### config.mk
export PLATFORM = sky130hd
export DESIGN_NAME = encoder8_3_behav
export DESIGN_NICKNAME = d
export VERILOG_FILES = /design/src/rtl/encoder8_3_behav.sv
export SDC_FILE = /design/constraint.sdc
export NUM_CORES = 1
export LEC_CHECK = 0
export CORE_AREA = 2 2 39 41
export CTS_BUF_LIST = sky130_fd_sc_hd__clkbuf_8 sky130_fd_sc_hd__clkbuf_16
export DETAILED_ROUTE_END_ITERATION = 7
export DIE_AREA = 0 0 41 43
export REMOVE_ABC_BUFFERS = 1
export SETUP_SLACK_MARGIN = 0.15
export SLEW_MARGIN = 20
export SYNTH_ARGS = -nofsm -noshare
export SYNTH_HDL_FRONTEND = slang
export SYNTH_SLANG_ARGS = --single-unit
### constraint.sdc
create_clock -name clk -period 0.8 [get_ports clk]
set_input_delay 0.08 -clock clk [delete_from_list [all_inputs] [get_ports clk]]
set_output_delay 0.08 -clock clk [all_outputs]
set_load 0.05 [all_outputs]
### src/rtl/encoder8_3_behav.sv
// Registered 8-to-3 priority encoder with enable, "any active" and "more than one active" flags.
// All outputs are flopped, so every result appears one clock after its inputs are sampled.
module encoder8_3_behav #(
    parameter bit HIGH_PRIORITY    = 1'b1,
    parameter bit CLEAR_ON_DISABLE = 1'b1
) (
    input  logic clk,
    input  logic rst_n,
    input  logic en,
    input  logic Y7,
    input  logic Y6,
    input  logic Y5,
    input  logic Y4,
    input  logic Y3,
    input  logic Y2,
    input  logic Y1,
    input  logic Y0,
    output logic A2,
    output logic A1,
    output logic A0,
    output logic valid,
    output logic multi
);

    logic [7:0] req;
    logic [2:0] idx_d, idx_q;
    logic       valid_d, valid_q;
    logic       multi_d, multi_q;

    assign req = {Y7, Y6, Y5, Y4, Y3, Y2, Y1, Y0};

    function automatic logic [2:0] enc_msb_first(input logic [7:0] v);
        logic [2:0] r;
        casez (v)
            8'b1???????: r = 3'd7;
            8'b01??????: r = 3'd6;
            8'b001?????: r = 3'd5;
            8'b0001????: r = 3'd4;
            8'b00001???: r = 3'd3;
            8'b000001??: r = 3'd2;
            8'b0000001?: r = 3'd1;
            default:     r = 3'd0;
        endcase
        return r;
    endfunction

    function automatic logic [2:0] enc_lsb_first(input logic [7:0] v);
        logic [2:0] r;
        casez (v)
            8'b???????1: r = 3'd0;
            8'b??????10: r = 3'd1;
            8'b?????100: r = 3'd2;
            8'b????1000: r = 3'd3;
            8'b???10000: r = 3'd4;
            8'b??100000: r = 3'd5;
            8'b?1000000: r = 3'd6;
            8'b10000000: r = 3'd7;
            default:     r = 3'd0;
        endcase
        return r;
    endfunction

    // Clearing the lowest set bit leaves something only when two or more bits were set.
    function automatic logic two_or_more(input logic [7:0] v);
        return (v & (v - 8'd1)) != 8'd0;
    endfunction

    always_comb begin
        idx_d   = idx_q;
        valid_d = valid_q;
        multi_d = multi_q;
        if (en) begin
            idx_d   = HIGH_PRIORITY ? enc_msb_first(req) : enc_lsb_first(req);
            valid_d = |req;
            multi_d = two_or_more(req);
        end else if (CLEAR_ON_DISABLE) begin
            idx_d   = 3'd0;
            valid_d = 1'b0;
            multi_d = 1'b0;
        end
    end

    always_ff @(posedge clk or negedge rst_n) begin
        if (!rst_n) begin
            idx_q   <= 3'd0;
            valid_q <= 1'b0;
            multi_q <= 1'b0;
        end else begin
            idx_q   <= idx_d;
            valid_q <= valid_d;
            multi_q <= multi_d;
        end
    end

    assign {A2, A1, A0} = idx_q;
    assign valid        = valid_q;
    assign multi        = multi_q;

endmodule

---- Word level (Yosys, flattened, before mapping) ----
Cells that the tools add are included.
operators by class
  multiplexer cells ....................... 4
  $add $sub $neg .......................... 1
  bitwise operators ....................... 1
  reductions and logical operators ........ 2
  $mul .................................... 0
  shifts and indexed selects .............. 0
  div/mod/pow operators ................... 0
  $lt $le $gt $ge ......................... 0
  equality and inequality tests ........... 6
operators with widths
  cell                   number
  $pmux W3 S7            1
  $and A8 B8 Y8          1
  $reduce_bool A8 Y1     1
  $reduce_or A8 Y1       1
  $sub A8 B1 Y8 const B  1
  $eq A7 B1 Y1 const B   1
  $eq A6 B1 Y1 const B   1
  $eq A5 B1 Y1 const B   1
  $eq A4 B1 Y1 const B   1
  $eq A3 B1 Y1 const B   1
  $mux W3                1
  $eq A2 B1 Y1 const B   1
  $mux W1                2
word-level totals
  output and inout port bits .............. 5
  bits in writable memories ............... 0
  bits in latches ......................... 0
  bits in read-only memories .............. 0
  memories ................................ 0
  register bits after elaboration ......... 5
  input port bits ......................... 11

---- Longest topological paths before layout ----
Gate-level depths: netlist of run 1.
  depth after elaboration ................. 4
  gate-level depth with buffers ........... 4
  mapped depth without buffers ............ 4

---- Worst setup path after synthesis of run 1 ----
OpenSTA, ideal clock, no wires.
  path kind ............................... input to register
  start point ............................. input port Y3
  end point ............................... register multi_q (netlist: multi)
  arrival ................................. 0.742 ns
  required time ........................... 0.668 ns
  cell stages on the path ................. 4
  library setup time ...................... 0.132 ns
  path buffers ............................ 0
  setup slack ............................. -0.074 ns
  cell sequence ........................... nor4_4 > nand2_2 > nor3_1 > o41ai_2
on the way
  longest elaborated chain between the ends .. 4
RTL lines
  what                  line  RTL
  start, declared       14    input logic Y3,
  $sub A8 B1 Y8         65    return (v & (v - 8'd1)) != 8'd0;
  $and A8 B8 Y8 *       65
  $reduce_bool A8 Y1 *  65
  $mux W1 *             72    if (en) begin
  via multi_d           28    logic multi_d, multi_q;
  end signal, assigned  91    multi_q <= multi_d;
  end, declared         28
Mark *: on every way through the listed nets, which the timed path passes. The rest lies on a longest branch.

---- Final worst setup path of run 1 ----
  start point ............................. register idx_q[0]
  end point ............................... output port A0
RTL lines
  what                    line  RTL
  start, declared         26    logic [2:0] idx_d, idx_q;
  start signal, assigned  89    idx_q <= idx_d;
  end, declared           20    output logic A0,
No word-level cell between the ends.

==> impl_metrics.toml, run 1 <==
[clock_network]
cts_setup_buffers = 0
cts_sinks = 5
clk_pin_slew_ns = 0.04
clockRootBuffer = "clkbuf_8"
clock_path_buffers = 2
cts_buffers = 3
htree_levels = 1
cts_tree = "done"

[die]
fp.dieW_um = 41
fp.dieH_um = 43
initial_utilization = 0.214
coreArea_um2 = 1380
core.rowCount = 14
die_area_um2 = 1760
io_pins = 16

[power_and_ir_drop]
pwr-share-seq = 0.269
powerDensity_nw_per_um2 = 1590
combPwrFrac = 0.298
p_leak_nw = 0.286
switching_power_mw = 0.296
vdd_ir_drop_max_mv = 0.517
intPower_mw = 0.765
swShare = 0.279
clockPowerShare = 0.432

[critical_path]
critPathMaxFanout = 1
crit_family = "flip-flops"
endpoint_kind = "primary output"
cp_slowest_stage_delay_ns = 0.39
start_kind = "flip-flop"
path_class = "flip-flop to primary output"
crit_chain = "buf_12"
cp.arrival_ns = 0.77
cp_slowest_cell = "dfrtp_1"
critPathBufInv = 1
cp_data_required_time_ns = 0.72

[timing]
fmax_mhz = 1180
fin_tns_setup_ns = -0.239
timing.final.ws_setup_ns = -0.0508
min_period_ns = 0.851
slew_headroom = 0.836
finalCritPeriodShare = 1.06
setup_viol = 6
worstMarginPinSlew_ns = 0.243
hold_violations = 0
rsz0062_at_grt = "yes"
slew_viol_final = 0

[logic_synthesis]
avgSynthCellArea_um2 = 11.0
synth_top_area_frac = 0.422
postSynthCellCount = 27
yosysUniqueCellTypes = 18
yosysTopAreaCell = "dfrtp_1"
syn_area_um2 = 297
synth-seq-cells = 5
async_reset_ff_frac = 1.00
netlist_top_cells_count = "dfrtp_1 (5), nor3_1 (4), nor2b_1 (2), o21a_1 (2)"
synth_ff_type = "dfrtp_1"
synth-edff-count = 0
ys_warn_count = 0
synth-seq-area-share = 0.422
yosys-top-cells-area = "dfrtp_1 (42%), nor4_4 (7.2%), nor3_1 (6.8%)"
yosysMostFrequentCell = "dfrtp_1"

[routing]
wl_per_cell_um = 12.3
vias = 346
drc = 0
firstDrtPassIters = 2
totalWireLength_um = 871
viasPerCell = 4.87
ant_nets = 0
drtIter0Drc = 1

[job]
maxCapViolCount = 0

[worst_hold_path]
hold_path_class = "primary input to async pin"

[run_status]
violations = "setup timing"
status = "complete, but fails checks"

[global_routing]
grt_pass1_wl_um = 1450
gr-total-overflow = 0
antenna_found_initial = 0
grt_pass1_vias = 342
grt_max_degree = 7
grtUsageTotal = 0.126

[layout]
area_growth_pct = 124
num_antenna_cells = 0
drive_gt1_frac = 0.655
final_cell_area_um2 = 666
nets = 67

[placed_design]
dp_hpwl_um = 661
numPortBuffers = 15
gp_congestion = 0.664
placed_cell_area_um2 = 584
## power groups by stage
stage | sequential, mW | combinational (mW) | clock, mW
floorplan | 0.340 | 0.0443 | 0
global placement | 0.288 | 0.295 | 0
detailed placement | 0.289 | 0.298 | 0
CTS | 0.286 | 0.304 | 0.466
global route | 0.286 | 0.339 | 0.475
finish | 0.285 | 0.317 | 0.459
## layout make-up
type / instances / area (µm²)
Fill cell: 131 / 718
Clock buffer: 3 / 41.3
Multi-Input combinational cell: 21 / 216
Timing Repair Buffer: 24 / 255
Sequential cell: 5 / 125
Inverter: 1 / 3.75
Tap cell: 16 / 20.0
Clock inverter: 1 / 3.75
## stage by stage
stage	cells	worst slack, ns	total power, mW	utilization	hold WS [ns]
2_1_floorplan	27	-0.0744	0.385	-	-0.216
3_3_place_gp	67	-0.598	0.583	0.422	0.314
3_5_place_dp	67	-0.619	0.587	0.422	0.314
4_1_cts	71	-0.0643	1.06	0.465	0.0802
5_1_grt	71	-0.0947	1.10	0.481	0.100
6_report	71	-0.0508	1.06	0.481	0.0747
## kinds of logic (layout without fill, tap and decap cells)
logic type | count (synthesis) | after routing | share of synthesized area
AND/OR/NAND/NOR | 10 | 10 | 0.236
AO/OA/AOI/OAI | 10 | 10 | 0.295
adder cells (fa/ha/maj) | 1 | 1 | 0.0338
flip-flops | 5 | 5 | 0.422
buffers and inverters | 1 | 29 | 0.0126
## worst max-delay path by stage
stage / from / endpoint / slack [ns] / cells after the start
6_report: idx_q[0] / A0 / -0.05 / 1
5_1_grt: Y2 / multi / -0.09 / 5
2_1_floorplan: Y3 / multi / -0.07 / 4
3_3_place_gp: Y3 / multi / -0.60 / 5
3_5_place_dp: Y1 / multi / -0.62 / 5
4_1_cts: idx_q[0] / A0 / -0.06 / 1
## metal layers
metal / part of all wire / GRT usage / routed length (µm)
met1: 0.36 / 0.126 / 311
met2: 0.52 / 0.200 / 453
met3: 0.088 / 0.0209 / 77
met4: 0.032 / 0.120 / 28
met5: 0 / 0 / 0
## placed cells by master (no fill, tap or decap), drive strengths merged
cell,n
a21boi,1
a21oi,1
buf,22
dlygate4sd2,1
inv,2
o31a,2
o21bai,1
dfrtp,5
o41ai,1
maj3,1
nor2,1
o31ai,1
nor4,2
o21ai,1
nand2,1
clkbuf,3
o21a,2
nor2b,2
clkdlybuf4s50,1
nor3,4
## timing repair
action | in CTS | in global routing
setup endpoints to repair | 10 | 9
pin swaps | 8 | 7
endpoints found under the hold margin | 0 | 0
hold buffers | 0 | 0
gates resized for setup | 41 | 15
gates cloned | 0 | 0
## sequential cells by signal (all words and copies together) (netlist names)
signal  count
multi       1
idx_q       3
valid       1
No activity file was read; power rests on OpenSTA's default activity.
==> run 2: changes to the inputs <==
--- a/config.mk
+++ b/config.mk
@@ -9,6 +9,7 @@
 export CTS_BUF_LIST = sky130_fd_sc_hd__clkbuf_8 sky130_fd_sc_hd__clkbuf_16
 export DETAILED_ROUTE_END_ITERATION = 7
 export DIE_AREA = 0 0 41 43
+export RECOVER_POWER = 25
 export REMOVE_ABC_BUFFERS = 1
 export SETUP_SLACK_MARGIN = 0.15
 export SLEW_MARGIN = 20
==> run 2 against run 1 <==
  * The run still ends with setup timing left
  * Sequential power barely moved
  * Maximum frequency did not move
  * Design area did not move
  * Worst hold slack improved by 0.070 ns
  * Critical path type unchanged
==> impl_metrics.toml, run 2 (synthesis gave the netlist of run 1 again) <==
[run_status]
status = "complete, but fails checks"
violations = "setup timing"

[layout]
regMostFlops = "idx_q"
drive_gt1_frac = 0.655
largest_reg_flops = 3
final_cell_mix = "buf_4 (9), dfrtp_1 (5), buf_12 (5), buf_2 (4)"
final_common_cell = "buf_4"
num_antenna_cells = 0
utilization = 0.481
nets = 67
fin_cells = 71
final_cell_area_um2 = 666
area_growth_pct = 124

[die]
core.rowCount = 14
initial_utilization = 0.214
fp.dieW_um = 41
coreArea_um2 = 1380
io_pins = 16
die_area_um2 = 1760
fp.dieH_um = 43

[timing]
fmax_mhz = 1180
min_period_ns = 0.851
timing.final.ws_setup_ns = -0.0508
worstMarginPinSlew_ns = 0.243
slew_headroom = 0.836
finalCritPeriodShare = 1.06
slew_viol_final = 0
holdWs_ns = 0.145
hold_violations = 0
setup_viol = 6
rsz0062_at_grt = "yes"

[placed_design]
numPortBuffers = 15
dp_hpwl_um = 661
gp_congestion = 0.664
dp.cells = 67
placed_cell_area_um2 = 584
dpl_worst_slack_ns = -0.619

[routing]
totalWireLength_um = 870
ant_nets = 0
wl_per_cell_um = 12.3
drtIter0Drc = 1
vias = 346
drc = 0
firstDrtPassIters = 2
viasPerCell = 4.87

[critical_path]
path_class = "flip-flop to primary output"
crit_path_start = "idx_q[0]"
cp_data_required_time_ns = 0.72
start_kind = "flip-flop"
cp_slowest_stage_delay_ns = 0.39
crit_family = "flip-flops"
cp_slowest_cell = "dfrtp_1"
endpoint_kind = "primary output"
critPathBufInv = 1
crit_chain = "buf_12"
cp.arrival_ns = 0.77
critPathMaxFanout = 1

[clock_network]
cts_buffers = 3
htree_levels = 1
clk_pin_slew_ns = 0.04
cts_tree = "done"
clock_path_buffers = 2
cts_sinks = 5
clockRootBuffer = "clkbuf_8"
hold_buffers = 0

[global_routing]
gr-total-overflow = 0
antenna_found_initial = 0
grt_pass1_wl_um = 1450
grt_pass1_vias = 342
grt_max_degree = 7
grtUsageTotal = 0.126

[power_and_ir_drop]
p_leak_nw = 0.286
powerDensity_nw_per_um2 = 1590
vdd_ir_drop_max_mv = 0.516

[job]
maxCapViolCount = 0

[worst_hold_path]
hold_path_class = "primary input to async pin"
run 2: changes by cell type in the layout (fill, tap and decap cells not counted), sizes merged:
| cell | change |
|---|---|
| dlygate4sd3 | +1 |
| clkdlybuf4s50 | -1 |
run 2: per-layer routing:
| metal | up-vias | wire length, µm | share of wire | global-route usage |
|---|---|---|---|---|
| met3 | 3 | 77 | 0.089 | 0.0209 |
| met1 | 167 | 311 | 0.36 | 0.126 |
| met4 | 0 | 28 | 0.032 | 0.120 |
| li1 | 160 | - | - | - |
| met5 | - | 0 | 0 | 0 |
| met2 | 16 | 453 | 0.52 | 0.200 |
run 2: worst max-delay path by stage:
stage            end  cells after the start  slack [ns]
6_report          A0                      1       -0.05
3_5_place_dp   multi                      5       -0.62
3_3_place_gp   multi                      5       -0.60
4_1_cts           A0                      1       -0.06
2_1_floorplan  multi                      4       -0.07
5_1_grt        multi                      5       -0.09
run 2: metrics by stage:
stage / power (mW) / TNS (ns)
global route: 1.10 / -0.368
floorplan: 0.385 / -0.0744
CTS: 1.06 / -0.272
finish: 1.06 / -0.239
detailed placement: 0.587 / -2.45
global placement: 0.583 / -2.39
run 2: final cells by class:
cell class / count / area [µm²]
flip-flops and latches: 5 / 125
clock buffers: 3 / 41.3
fillers: 131 / 718
clock inverters: 1 / 3.75
repair buffers: 24 / 255
multi-input cells: 21 / 216
inverters: 1 / 3.75
well taps: 16 / 20.0
run 2: what timing repair did:
| item | CTS | global route |
|---|---|---|
| setup buffers | 0 | 0 |
| gates resized for setup | 41 | 15 |
| endpoints found under the hold margin | 0 | 0 |
| setup endpoints to repair | 10 | 9 |
| pin swaps | 8 | 7 |
| cloned | 0 | 0 |
run 2: report_power, final:
group | switching (mW) | internal (mW) | total (mW) | leakage (nW)
sequential | 0.0139 | 0.272 | 0.285 | 0.0591
combinational | 0.152 | 0.163 | 0.316 | 0.200
clock | 0.129 | 0.329 | 0.459 | 0.0269
total | 0.296 | 0.764 | 1.06 | 0.286
